## src/rtl/candidate_engine_pkg.sv

```systemverilog
// rtl/candidate_engine_pkg.sv - shared types, widths and helpers for candidate_engine
// Purpose: set-relation mode encodings, field widths, scan length and the
//          per-point mode resolution function.
// Ports:   none (package).
package candidate_engine_pkg;

   typedef enum logic [1:0] {
      MODE_A   = 2'b00,
      MODE_AND = 2'b01,
      MODE_XOR = 2'b10,
      MODE_TWO = 2'b11
   } mode_e;

   localparam int COORD_W  = 4;
   localparam int CNT_W    = 8;
   localparam int SCAN_LEN = 16;

   // Combine the three circle hits for one grid point; only MODE_TWO looks at C.
   function automatic logic resolve(input mode_e m, input logic a, input logic b, input logic c);
      logic r;
      case (m)
         MODE_A:   r = a;
         MODE_AND: r = a & b;
         MODE_XOR: r = a ^ b;
         default:  r = (a & b & ~c) | (a & ~b & c) | (~a & b & c);
      endcase
      return r;
   endfunction

endpackage

```

## src/rtl/candidate_engine_if.sv

```systemverilog
// rtl/candidate_engine_if.sv - controller-to-engine strobe and result bundle
// Purpose: groups the controller strobes, job descriptors and the count result.
// Ports:   buffer_en_i, central_i[23:0], radius_i[11:0], mode_i[1:0],
//          coord_en_i, acc_clear_i, acc_en_i (controller -> engine);
//          candidate_o[7:0] (engine -> controller).
interface candidate_engine_if;
   import candidate_engine_pkg::*;

   logic                 buffer_en_i;
   logic [6*COORD_W-1:0] central_i;
   logic [3*COORD_W-1:0] radius_i;
   logic [1:0]           mode_i;
   logic                 coord_en_i;
   logic                 acc_clear_i;
   logic                 acc_en_i;
   logic [CNT_W-1:0]     candidate_o;

   modport master (
      output buffer_en_i, central_i, radius_i, mode_i,
      output coord_en_i, acc_clear_i, acc_en_i,
      input  candidate_o
   );

   modport slave (
      input  buffer_en_i, central_i, radius_i, mode_i,
      input  coord_en_i, acc_clear_i, acc_en_i,
      output candidate_o
   );
endinterface

```

## src/rtl/candidate_engine_circle_hit.sv

```systemverilog
// rtl/candidate_engine_circle_hit.sv - combinational point-in-circle test
// Purpose: hit = (x-xc)^2 + (y-yc)^2 <= r^2 for one point and one circle.
// Ports:   x, y (point), xc, yc (centre), r (radius), all 4 bits; hit (out).
module circle_hit
   import candidate_engine_pkg::*;
(
   input  logic [COORD_W-1:0] x,
   input  logic [COORD_W-1:0] y,
   input  logic [COORD_W-1:0] xc,
   input  logic [COORD_W-1:0] yc,
   input  logic [COORD_W-1:0] r,
   output logic               hit
);

   logic [4:0] dx, dy, adx, ady;
   logic [9:0] dx_sq_full, dy_sq_full;
   logic [5:0] dx_sq, dy_sq;
   logic [6:0] sum;
   logic [7:0] r_sq;

   // 5-bit two's complement differences, folded to magnitude before squaring.
   assign dx  = {1'b0, x} - {1'b0, xc};
   assign dy  = {1'b0, y} - {1'b0, yc};
   assign adx = dx[4] ? (5'd0 - dx) : dx;
   assign ady = dy[4] ? (5'd0 - dy) : dy;

   assign dx_sq_full = {5'd0, adx} * {5'd0, adx};
   assign dy_sq_full = {5'd0, ady} * {5'd0, ady};

   // In-grid centres keep |d| <= 7, so each square fits in 6 bits.
   assign dx_sq = dx_sq_full[5:0];
   assign dy_sq = dy_sq_full[5:0];
   assign sum   = {1'b0, dx_sq} + {1'b0, dy_sq};
   assign r_sq  = {4'd0, r} * {4'd0, r};

   assign hit = ({1'b0, sum} <= r_sq);

endmodule

```

## src/rtl/candidate_engine.sv

```systemverilog
// rtl/candidate_engine.sv - grid scan engine counting points in a circle set relation
// Purpose: latches three circles and a mode, scans the GRIDxGRID grid LANES
//          points per issue through a two-stage pipeline, accumulates hits.
// Ports:   clk_i, rst_ni (async active-low); bus (candidate_engine_if.slave):
//          capture/scan/clear strobes in, candidate_o count out.
module candidate_engine
   import candidate_engine_pkg::*;
#(
   parameter int GRID  = 8,
   parameter int LANES = 4
)
(
   input  logic               clk_i,
   input  logic               rst_ni,
   candidate_engine_if.slave  bus
);

   localparam int         ROW_ISSUES = GRID / LANES;
   localparam logic [4:0] IDX_END    = 5'(SCAN_LEN);

   logic [6*COORD_W-1:0] central_q;
   logic [3*COORD_W-1:0] radius_q;
   mode_e                mode_q;
   logic [4:0]           idx;
   logic                 s1_valid;
   logic [LANES-1:0]     s1_hits;
   logic [CNT_W-1:0]     cnt;

   logic                 idle;
   logic                 issue;
   logic [COORD_W-1:0]   py;
   logic [COORD_W-1:0]   col_sel;
   logic [LANES-1:0]     lane_hit;
   logic [CNT_W-1:0]     pop;
   logic [COORD_W-1:0]   cx [3];
   logic [COORD_W-1:0]   cy [3];
   logic [COORD_W-1:0]   cr [3];

   assign idle  = (idx == IDX_END) && !s1_valid;
   // A restart in the same cycle wins over an issue.
   assign issue = bus.acc_en_i && (idx < IDX_END) && !bus.coord_en_i;

   // Each row takes ROW_ISSUES issues; idx selects row and column block.
   assign py      = 4'(idx / 5'(ROW_ISSUES)) + 4'd1;
   assign col_sel = 4'(idx % 5'(ROW_ISSUES));

   always_comb begin
      for (int c = 0; c < 3; c++) begin
         cx[c] = central_q[(5-2*c)*COORD_W +: COORD_W];
         cy[c] = central_q[(4-2*c)*COORD_W +: COORD_W];
         cr[c] = radius_q[(2-c)*COORD_W +: COORD_W];
      end
   end

   for (genvar j = 0; j < LANES; j++) begin : g_lane
      logic [COORD_W-1:0] px;
      logic [2:0]         h;
      assign px = col_sel * 4'(LANES) + 4'(j + 1);
      for (genvar c = 0; c < 3; c++) begin : g_circle
         circle_hit u_hit (
            .x   (px),
            .y   (py),
            .xc  (cx[c]),
            .yc  (cy[c]),
            .r   (cr[c]),
            .hit (h[c])
         );
      end
      assign lane_hit[j] = resolve(mode_q, h[0], h[1], h[2]);
   end

   always_comb begin
      pop = '0;
      for (int i = 0; i < LANES; i++) begin
         pop = pop + CNT_W'(s1_hits[i]);
      end
   end

   // Descriptor capture is locked out while a scan or drain is in progress.
   always_ff @(posedge clk_i or negedge rst_ni) begin
      if (!rst_ni) begin
         central_q <= '0;
         radius_q  <= '0;
         mode_q    <= MODE_A;
      end else if (bus.buffer_en_i && idle) begin
         central_q <= bus.central_i;
         radius_q  <= bus.radius_i;
         mode_q    <= mode_e'(bus.mode_i);
      end
   end

   // Stage 1: scan index and registered mode-resolved hits.
   always_ff @(posedge clk_i or negedge rst_ni) begin
      if (!rst_ni) begin
         idx      <= IDX_END;
         s1_valid <= 1'b0;
         s1_hits  <= '0;
      end else if (bus.coord_en_i) begin
         idx      <= '0;
         s1_valid <= 1'b0;
      end else if (issue) begin
         idx      <= idx + 5'd1;
         s1_valid <= 1'b1;
         s1_hits  <= lane_hit;
      end else begin
         s1_valid <= 1'b0;
      end
   end

   // Stage 2: accumulate regardless of acc_en_i so a paused scan still drains.
   always_ff @(posedge clk_i or negedge rst_ni) begin
      if (!rst_ni) begin
         cnt <= '0;
      end else if (bus.acc_clear_i) begin
         cnt <= '0;
      end else if (s1_valid) begin
         cnt <= cnt + pop;
      end
   end

   assign bus.candidate_o = cnt;

endmodule

```

## src/flat_wrapper.sv

```systemverilog
// flat-port wrapper written by rule: the top's interface ports become plain ports
module candidate_engine_flat import candidate_engine_pkg::*;
#(
   parameter int GRID  = 8,
   parameter int LANES = 4
)
  (clk_i, rst_ni, bus_buffer_en_i, bus_central_i, bus_radius_i, bus_mode_i, bus_coord_en_i, bus_acc_clear_i, bus_acc_en_i, bus_candidate_o);
  candidate_engine_if bus_i ();
  input  logic clk_i;
  input  logic rst_ni;
  input wire logic [$bits(bus_i.buffer_en_i)-1:0] bus_buffer_en_i;
  input wire logic [$bits(bus_i.central_i)-1:0] bus_central_i;
  input wire logic [$bits(bus_i.radius_i)-1:0] bus_radius_i;
  input wire logic [$bits(bus_i.mode_i)-1:0] bus_mode_i;
  input wire logic [$bits(bus_i.coord_en_i)-1:0] bus_coord_en_i;
  input wire logic [$bits(bus_i.acc_clear_i)-1:0] bus_acc_clear_i;
  input wire logic [$bits(bus_i.acc_en_i)-1:0] bus_acc_en_i;
  output wire logic [$bits(bus_i.candidate_o)-1:0] bus_candidate_o;
  assign bus_i.buffer_en_i = bus_buffer_en_i;
  assign bus_i.central_i = bus_central_i;
  assign bus_i.radius_i = bus_radius_i;
  assign bus_i.mode_i = bus_mode_i;
  assign bus_i.coord_en_i = bus_coord_en_i;
  assign bus_i.acc_clear_i = bus_acc_clear_i;
  assign bus_i.acc_en_i = bus_acc_en_i;
  assign bus_candidate_o = bus_i.candidate_o;
  candidate_engine #(.GRID(GRID), .LANES(LANES)) u_core (.clk_i(clk_i), .rst_ni(rst_ni), .bus(bus_i));
endmodule
```

## config.mk

```make
export PLATFORM = sky130hd
export DESIGN_NAME = candidate_engine_flat
export DESIGN_NICKNAME = d
export VERILOG_FILES = /design/src/rtl/candidate_engine_pkg.sv /design/src/rtl/candidate_engine_if.sv /design/src/rtl/candidate_engine_circle_hit.sv /design/src/rtl/candidate_engine.sv /design/src/flat_wrapper.sv
export SDC_FILE = /design/constraint.sdc
export NUM_CORES = 1
export LEC_CHECK = 0
export BUFFER_PORTS_ARGS = -buffer_cell sky130_fd_sc_hd__buf_2
export CORE_MARGIN = 4
export CORE_UTILIZATION = 65
export DETAILED_ROUTE_END_ITERATION = 10
export GPL_TIMING_DRIVEN = 0
export PLACE_DENSITY = 0.85
export SLEW_MARGIN = 40
export SYNTH_ARGS = -nofsm -noshare
export SYNTH_HDL_FRONTEND = slang
export SYNTH_SLANG_ARGS = --single-unit
```

## constraint.sdc

```tcl
create_clock -name clk_i -period 9.9 [get_ports clk_i]
set_clock_uncertainty 0.15 [all_clocks]
set_input_delay 1.485 -clock clk_i [delete_from_list [all_inputs] [get_ports clk_i]]
set_output_delay 1.485 -clock clk_i [all_outputs]
set_load 0.03 [all_outputs]
```

==> impl_results.md <==
* Critical path buffer and inverter count at 6
* Slew Viols, Final at 0
* Max-cap violation count at 0
* Syn Nets at 1,703
* Post-synth ARST share at 1.00
* # IOs at 52
* TritonRoute pass-1 iters at 5
* Slew @ Worst Pin at 752 ps
* Cts repair resizes at 0
* Main synth FF type: dfrtp_1
* Global-route met2 utilization at 0.462
* Vias at 9,465
* Leak pwr at about 0.0065 µW
* Port buffer count at 50
* Final Hold Violating Endpoints at 0
* Cells after synthesis at 1,341
* Avg WL per Cell at 15.9 µm
* Synth warn at 0
* Reg-to-reg slack, setup at about 1900 ps
* Antenna Nets Post-Route at 0
* PwrDens at 101 nW/µm²
* CP max stage delay at 810 ps
* Crit Path Category: reg -> reg
* Core Rows at 49
* Register area share after synthesis at 0.117
* DP HPWL at 21.5 mm
* Top post-synthesis cells by area: ha_1 25%, fa_1 13%, dfrtp_1 12%
* Clock-pin transition on the worst setup and hold timing paths at 90 ps
* CTS H-tree lvls at 2
* FF+latch count, synth at 56
* Die height at 144 µm
* Most common cell after layout, fill and taps aside: ha_1
* Tot Pwr at 1280 µW
* Met1 usage at 0.330
* Placed Instances at 1,620
* Fin util at 0.701
* Commonest non-fill, non-tap cells in the layout: 240 x ha_1, 121 x inv_1, 108 x nor2_1, 101 x xnor2_1, 82 x a21o_1
* Critical path startpoint category: flop
* Critical Path Stages at 29
* Initial antenna violation count at 1
* Worst Reg-to-Reg Cells at 29
* Top-area cell type share of the netlist area at 0.251
* CTS tree: yes
* Vias per inst at around 5.8
* Layout cells sized above 1 at 0.104
* RSZ-0062 raised after global routing: false
* Effective utilization at floorplan at 0.663
* Routability cong. at between 0.8 and 0.9
* Clk sink count at 56
* Setup violations, final at 0
* Fmax at approximately 0.12 GHz
* Number of global-route vias before repair at 9,825
* Worst VDD drop at 0.0000797 V
* Library cells used by synthesis at 63
* GRT overflow at 0
* Largest net degree at the start of global routing at 57
* Max clock buf depth at 2
* Crit-path max FO at 10
* Die X-Extent at 144 µm
* Cell Count, Final, Fillers Out at approximately 1,600
* Setup TNS at 0 ps
* Crit path DAT at 8050 ps
* Core Region at roughly 18,000 µm²
* Initial drt markers at 399
* # Post-CTS Setup Buffers at 0
* Most used cell, CP: ha_1
* Period utilization at 0.809
* Relative slew slack at 0.499
* CP Data Required Time at 9940 ps
* Grt met3 use at 0.0303
* Final net count at approximately 1,800
* Hold depth at 1
* Num CTS Buffers at 5
* # hold bufs at CTS at 0
* Min Tclk post-route at 8010 ps
* CP max-delay cell: dfrtp_1
* Die area at 20,600 µm²
* Clk_lat worst skew at 320 ps
* Critical Path End Type: flop
* CTS root buf: clkbuf_16
* Mapped Area at 11,900 µm²
* Hold Path Class: reg -> reg
* EDFF count, synth at 0
* Area grow syn2layout at 5.81%
* GRT Util Overall at 0.262
* Routed wire length at 26.0 mm
* Crit path max-delay family: adder cells
* Outcome: complete, no violations
* First-pass GRT wire length at around 45 mm
* Top Usage Layer GRT: met2
* Drt drc at 0
* Largest area contributor in the netlist: ha_1
* Synthesized area per cell at 8.91 µm²
-- flip-flops by register name, summed over array words and instances (netlist names) --
register                count
u_core.central_q           24
u_core.cr                  12
u_core.bus.candidate_o      8
u_core.idx                  5
u_core.s1_hits              4
u_core.mode_q               2
u_core.s1_valid             1
-- final timing paths --
path | startpoint | endpoint
max | u_core.idx[0] | u_core.s1_hits[1]
min | u_core.central_q[9] | u_core.central_q[9]
max reg2reg | u_core.idx[0] | u_core.s1_hits[1]
min reg2reg | u_core.central_q[9] | u_core.central_q[9]
max in group asynchronous | rst_ni | u_core.central_q[22]
min in group asynchronous | rst_ni | u_core.bus.candidate_o[7]
-- through the flow --
| step | cell area (µm²) | hold WS [ps] | worst slack [ps] |
|---|---|---|---|
| 2_1_floorplan | 11900 | 329 | 3030 |
| 3_3_place_gp | 12500 | 340 | 2130 |
| 3_5_place_dp | 12500 | 347 | 2000 |
| 4_1_cts | 12600 | 366 | 1930 |
| 5_1_grt | 12600 | 386 | 1520 |
| 6_report | 12600 | 361 | 1890 |
-- power breakdown --
group,switching (µW),leakage [µW],internal [µW]
registers,11.9,0.000765,240
clock network,104,0.0000719,96.8
logic,458,0.00569,370
-- synth_stat cells, drive strengths merged (4+ instances only) --
| cell | instances |
|---|---|
| a31oi | 15 |
| mux2i | 8 |
| a21oi | 84 |
| clkbuf | 11 |
| nor2 | 111 |
| nand3 | 31 |
| and3 | 9 |
| ha | 240 |
| a31o | 4 |
| mux2 | 38 |
| o21ai | 29 |
| and2 | 20 |
| fa | 78 |
| xor2 | 67 |
| xnor2 | 101 |
| buf | 15 |
| or3 | 14 |
| a21o | 82 |
| a221oi | 7 |
| o21a | 4 |
| nor3 | 15 |
| or2 | 6 |
| dfrtp | 55 |
| o211ai | 7 |
| nand2 | 72 |
| nor2b | 24 |
| inv | 127 |
| o31ai | 5 |
| nand2b | 21 |
-- area by class of cell --
cell class	instances	area, µm²
Timing Repair Buffer	50	253
Inverter	127	477
Fill cell	1414	5390
Clock inverter	3	27.5
Sequential cell	56	1400
Buffer	26	121
Antenna cell	1	2.50
Tap cell	229	287
Clock buffer	5	125
Multi-Input combinational cell	1132	9940
-- kinds of logic (layout without fill, tap and decap cells) --
logic type                 after synthesis  count (layout)  share of synthesized area
and+or+nand+nor                        339             339                      0.136
adders and majority gates              318             318                      0.382
AOI/OAI and AO/OA                      261             261                      0.147
xor gates and xnor gates               168             168                      0.124
buffers and inverters                  153             211                     0.0501
DFF                                     56              56                      0.117
muxes                                   46              46                     0.0432
other                                    0               1                          0
-- worst reg2reg max path: cells and delay by family (launching register included) --
kind | cells | cell delay (ps)
xor gates and xnor gates | 1 | 170
DFF | 1 | 810
buffers and inverters | 6 | 1030
adders and majority gates | 9 | 3390
and+or+nand+nor | 4 | 560
AOI/OAI and AO/OA | 9 | 1770
-- routing by layer --
metal,vias to the layer above,part of all wire
li1,4711,-
met1,4512,0.44
met2,181,0.49
met3,61,0.032
met4,0,0.037
met5,-,0
Note: power is estimated with default switching activity, not from simulation.
